File: src/rtl/ff_adc_ctrl.sv
// Food Fight analog-input conversion controller: single conversion per START,
// or a free-running four-channel scan when FF_ADC_AUTOSCAN_EN is defined.
module ff_adc_ctrl #(
  parameter int CONV_CYCLES = 4800,
  parameter int CW          = 16
) (
  input  logic       MCLK,
  input  logic       RESET,
  input  logic [7:0] AX0,
  input  logic [7:0] AY0,
  input  logic [7:0] AX1,
  input  logic [7:0] AY1,
  input  logic [1:0] CH,
  input  logic       START,
  output logic [7:0] DOUT,
  output logic       BUSY,
  output logic       EOC,
  output logic       EOC_P
);

  localparam logic [CW-1:0] CNT_LOAD = CW'(CONV_CYCLES - 1);

  logic [7:0] chan [4];

  assign chan[0] = AX0;
  assign chan[1] = AY0;
  assign chan[2] = AX1;
  assign chan[3] = AY1;

`ifdef FF_ADC_AUTOSCAN_EN

  logic [1:0]    ptr;
  logic [CW-1:0] cnt;
  logic [7:0]    bank [4];
  logic          eoc_q;
  logic          eoc_p_q;
  logic          unused_start;

  assign unused_start = START;

  // Each slot lasts CONV_CYCLES edges; the write happens on the slot's last edge.
  always_ff @(posedge MCLK or posedge RESET) begin
    if (RESET) begin
      ptr     <= 2'd0;
      cnt     <= CNT_LOAD;
      eoc_q   <= 1'b0;
      eoc_p_q <= 1'b0;
      for (int i = 0; i < 4; i++) bank[i] <= 8'h80;
    end else begin
      eoc_p_q <= 1'b0;
      if (cnt == '0) begin
        bank[ptr] <= chan[ptr];
        eoc_p_q   <= 1'b1;
        cnt       <= CNT_LOAD;
        ptr       <= ptr + 2'd1;
        if (ptr == 2'd3) eoc_q <= 1'b1;
      end else begin
        cnt <= cnt - CW'(1);
      end
    end
  end

  assign DOUT  = bank[CH];
  assign BUSY  = 1'b0;
  assign EOC   = eoc_q;
  assign EOC_P = eoc_p_q;

`else

  localparam logic [0:0] ST_IDLE = 1'b0;
  localparam logic [0:0] ST_CONV = 1'b1;

  logic [0:0]    state;
  logic [CW-1:0] cnt;
  logic [7:0]    hold;
  logic [7:0]    dout_q;
  logic          eoc_q;
  logic          eoc_p_q;

  // START is honoured in any state, so a restart on the terminal cycle beats completion.
  always_ff @(posedge MCLK or posedge RESET) begin
    if (RESET) begin
      state   <= ST_IDLE;
      cnt     <= '0;
      hold    <= 8'h80;
      dout_q  <= 8'h80;
      eoc_q   <= 1'b1;
      eoc_p_q <= 1'b0;
    end else begin
      eoc_p_q <= 1'b0;
      if (START) begin
        hold  <= chan[CH];
        cnt   <= CNT_LOAD;
        eoc_q <= 1'b0;
        state <= ST_CONV;
      end else if (state == ST_CONV) begin
        if (cnt != '0) begin
          cnt <= cnt - CW'(1);
        end else begin
          dout_q  <= hold;
          eoc_q   <= 1'b1;
          eoc_p_q <= 1'b1;
          state   <= ST_IDLE;
        end
      end
    end
  end

  assign DOUT  = dout_q;
  assign BUSY  = (state == ST_CONV);
  assign EOC   = eoc_q;
  assign EOC_P = eoc_p_q;

`endif

endmodule

File: config.mk
export PLATFORM = sky130hd
export DESIGN_NAME = ff_adc_ctrl
export DESIGN_NICKNAME = d
export VERILOG_FILES = /design/src/rtl/ff_adc_ctrl.sv
export SDC_FILE = /design/constraint.sdc
export NUM_CORES = 1
export LEC_CHECK = 0
export CAP_MARGIN = 10
export CORE_MARGIN = 2
export CORE_UTILIZATION = 35
export DETAILED_ROUTE_END_ITERATION = 8
export GPL_ROUTABILITY_DRIVEN = 1
export SLEW_MARGIN = 20
export SYNTH_ARGS = -nofsm -noshare
export SYNTH_HDL_FRONTEND = slang
export SYNTH_SLANG_ARGS = --single-unit
File: constraint.sdc
create_clock -name MCLK -period 2.2 [get_ports MCLK]
set_clock_uncertainty 0.1 [all_clocks]
set_input_delay 0.44 -clock MCLK [delete_from_list [all_inputs] [get_ports MCLK]]
set_output_delay 0.44 -clock MCLK [all_outputs]
set_load 0.005 [all_outputs]
==> results.cfg <==
[floorplan]
row_count = 26
die_h_um = 77.2
initial_utilization_pct = 36.5
dieWidth_um = 77.2
core_area_um2 = 5140
ios = 48
die_area_um2 = 5960

[logic_synthesis]
yosys.area.top_type = dfrtp_1
synth-seq-cells = 35
ys.flop_type = dfrtp_1
avgSynthCellArea_um2 = 12.3
netlist_instances = 153
syn_nets = 191
post_synth_num_cell_types = 39
postSynth.asyncResetShare_pct = 100
ys_top_cells_by_area = dfrtp_1, mux4_2, mux2_4
syn_area_um2 = 1880
synth-edff-count = 0
yosysSeqAreaShare_pct = 46.9
ys_warn_count = 0
synth_top_area_share_pct = 42.7

[layout]
final_core_util_pct = 49.4
n_fill_cell = 494
layout-drive-gt1-share_pct = 23.9
final_common_cell = clkdlybuf4s50_1
final_cell_mix = clkdlybuf4s50_1, dfrtp_1, mux2_2
diodes = 0
area_delta_synth_final_pct = 35.3
final_nets = 242

[worst_setup_path]
critPathCapture = cnt[14]
worstSetupPathType = reg2reg
r2r_cells = 4
r2r_start = cnt[6]
cp-end-kind = register
setup.worst_path.start = cnt[6]
worst-r2r-setup-slack_ns = 0.12
cp.arrival_ns = 2.15
startpoint_type = register
cp_max_fo = 6
r2r-end = cnt[14]
required_ns = 2.27

[grt]
grt_max_degree = 36
grt_pass1_wl_um = 6440
grt_antenna_before_repair = 0
grt_usage_pct = 13.4
grt_pass1_vias = 1431
grt.overflow.total = 0

[clocking]
cts_buffers = 5
clock_sink_count = 35
path_clk_slew_ns = 0.07
postCtsSetupBuffers = 0
htree_levels = 2
worstSkewPairLatency_ns = 0.28
hold_buffers = 0
ctsRootBufferMaster = clkbuf_8
clk_path_buf_depth = 2
tritoncts = yes

[power]
pwr-share-seq_pct = 52.0
swShare_pct = 21.7
powerDensity_nw_per_um2 = 522
ir_drop_v = 0.000198
p_comb_share_pct = 12.3
p_sw_uw = 287
p_clk_share_pct = 35.7
intPower_mw = 1.04
p_leak_nw = 1.03
totalPowerFinal_mw = 1.32

[detailed_routing]
via_per_inst = 5.13
first_pass_iters = 4
vias = 1410
postRouteAntennaNets = 0
drc = 0
drt-initial-drc-count = 82
wire_per_inst_um = 13.5
wl_um = 3710

[flow_run]
drv_cap = 0

[placed_design]
hpwl_um = 2750
numPortBuffers = 47
gp_congestion = 0.766
dp_slack_ns = 0.131

[worst_hold_path]
hold_class = reg2reg

[timing]
period_minus_slack_ns = 2.08
fmax_mhz = 481
tns_ns = 0
grt_setup_unrepaired = false
setup_viol = 0
holdWs_ns = 0.392
slew_headroom_pct = 70.2
slew_viol_final = 0
final.period_utilization_pct = 94.5
fin_ws_ns = 0.122
worstMarginPinSlew_ns = 0.441
hold_violations = 0

[outcome]
status = finished, final reports clean
[critical path, stage by stage (launching register included)]
cell	delay, ns
dfrtp_1	0.46
nor4_4	0.36
nand4_2	0.19
nor4b_1	0.47
mux2_2	0.39
[layer usage]
metal  wire length (um)  vias to the layer above  global-route usage [%]
li1                   -                      663                       -
met1               1530                      691                    15.6
met2               1890                       50                    23.5
met3                257                        6                    4.71
met4                 38                        0                    3.21
met5                  0                        -                       0
[metrics by stage]
| stage | std cells | instance area (um^2) |
|---|---|---|
| floorplan | 153 | 1880 |
| global placement | 267 | 2440 |
| detailed placement | 267 | 2440 |
| CTS | 275 | 2530 |
| global route | 275 | 2540 |
| finish | 275 | 2540 |
[cells by family after synthesis]
logic type	synth area share [%]
compound gates	5.00
mux	24.1
buf+inv	3.80
fa+ha+maj	0.667
flops	46.9
simple gates	19.5
[worst min path at each step]
| stage | startpoint | to | slack (ns) | depth (start not counted) |
|---|---|---|---|---|
| 6_report | EOC | EOC | 0.39 | 2 |
| 5_1_grt | hold[1] | DOUT[1] | 0.42 | 1 |
| 4_1_cts | EOC | EOC | 0.40 | 2 |
| 3_5_place_dp | EOC | EOC | 0.39 | 2 |
| 3_3_place_gp | EOC | EOC | 0.38 | 2 |
| 2_1_floorplan | EOC | EOC | 0.37 | 2 |
[timing repair]
item,in CTS,in global routing
gates resized for setup,0,2
endpoints found under the hold margin,0,0
setup endpoints to repair,0,4
[synthesized netlist by cell type (2+ instances only)]
library cell / count
nor2b_1: 7
or4_1: 2
nand3_1: 4
mux2_4: 8
dfrtp_1: 32
nor2_1: 8
clkbuf_1: 3
mux2_2: 10
mux2i_1: 4
buf_2: 3
nor3_1: 2
o31ai_1: 3
o21ai_0: 6
mux4_2: 8
or3_1: 5
nand2_1: 5
inv_1: 8
a21oi_1: 5
nor4b_1: 2
dfstp_2: 3
nor4_1: 5
nor3b_1: 3
[power by group through the flow]
stage	registers, mW	clock network (mW)	logic (mW)
after floorplan	0.695	0	0.0832
after global routing	0.691	0.522	0.179
after CTS	0.688	0.486	0.167
after detailed placement	0.700	0	0.166
final	0.688	0.473	0.163
after global placement	0.698	0	0.161
[flip-flops by register name, indices dropped and copies added, names as in the netlist]
| register | count |
|---|---|
| cnt | 16 |
| EOC | 1 |
| EOC_P | 1 |
| BUSY | 1 |
| hold | 8 |
| DOUT | 8 |
[final cells by class]
class	count	area (um^2)	area share [%]
flip-flops and latches	35	880	34.6
clock inverters	1	5.00	0.197
multi-input cells	102	930	36.6
repair buffers	52	520	20.5
well taps	70	87.6	3.45
inverters	8	30.0	1.18
clock buffers	7	86.3	3.40
No activity file was read; power rests on OpenSTA's default activity.
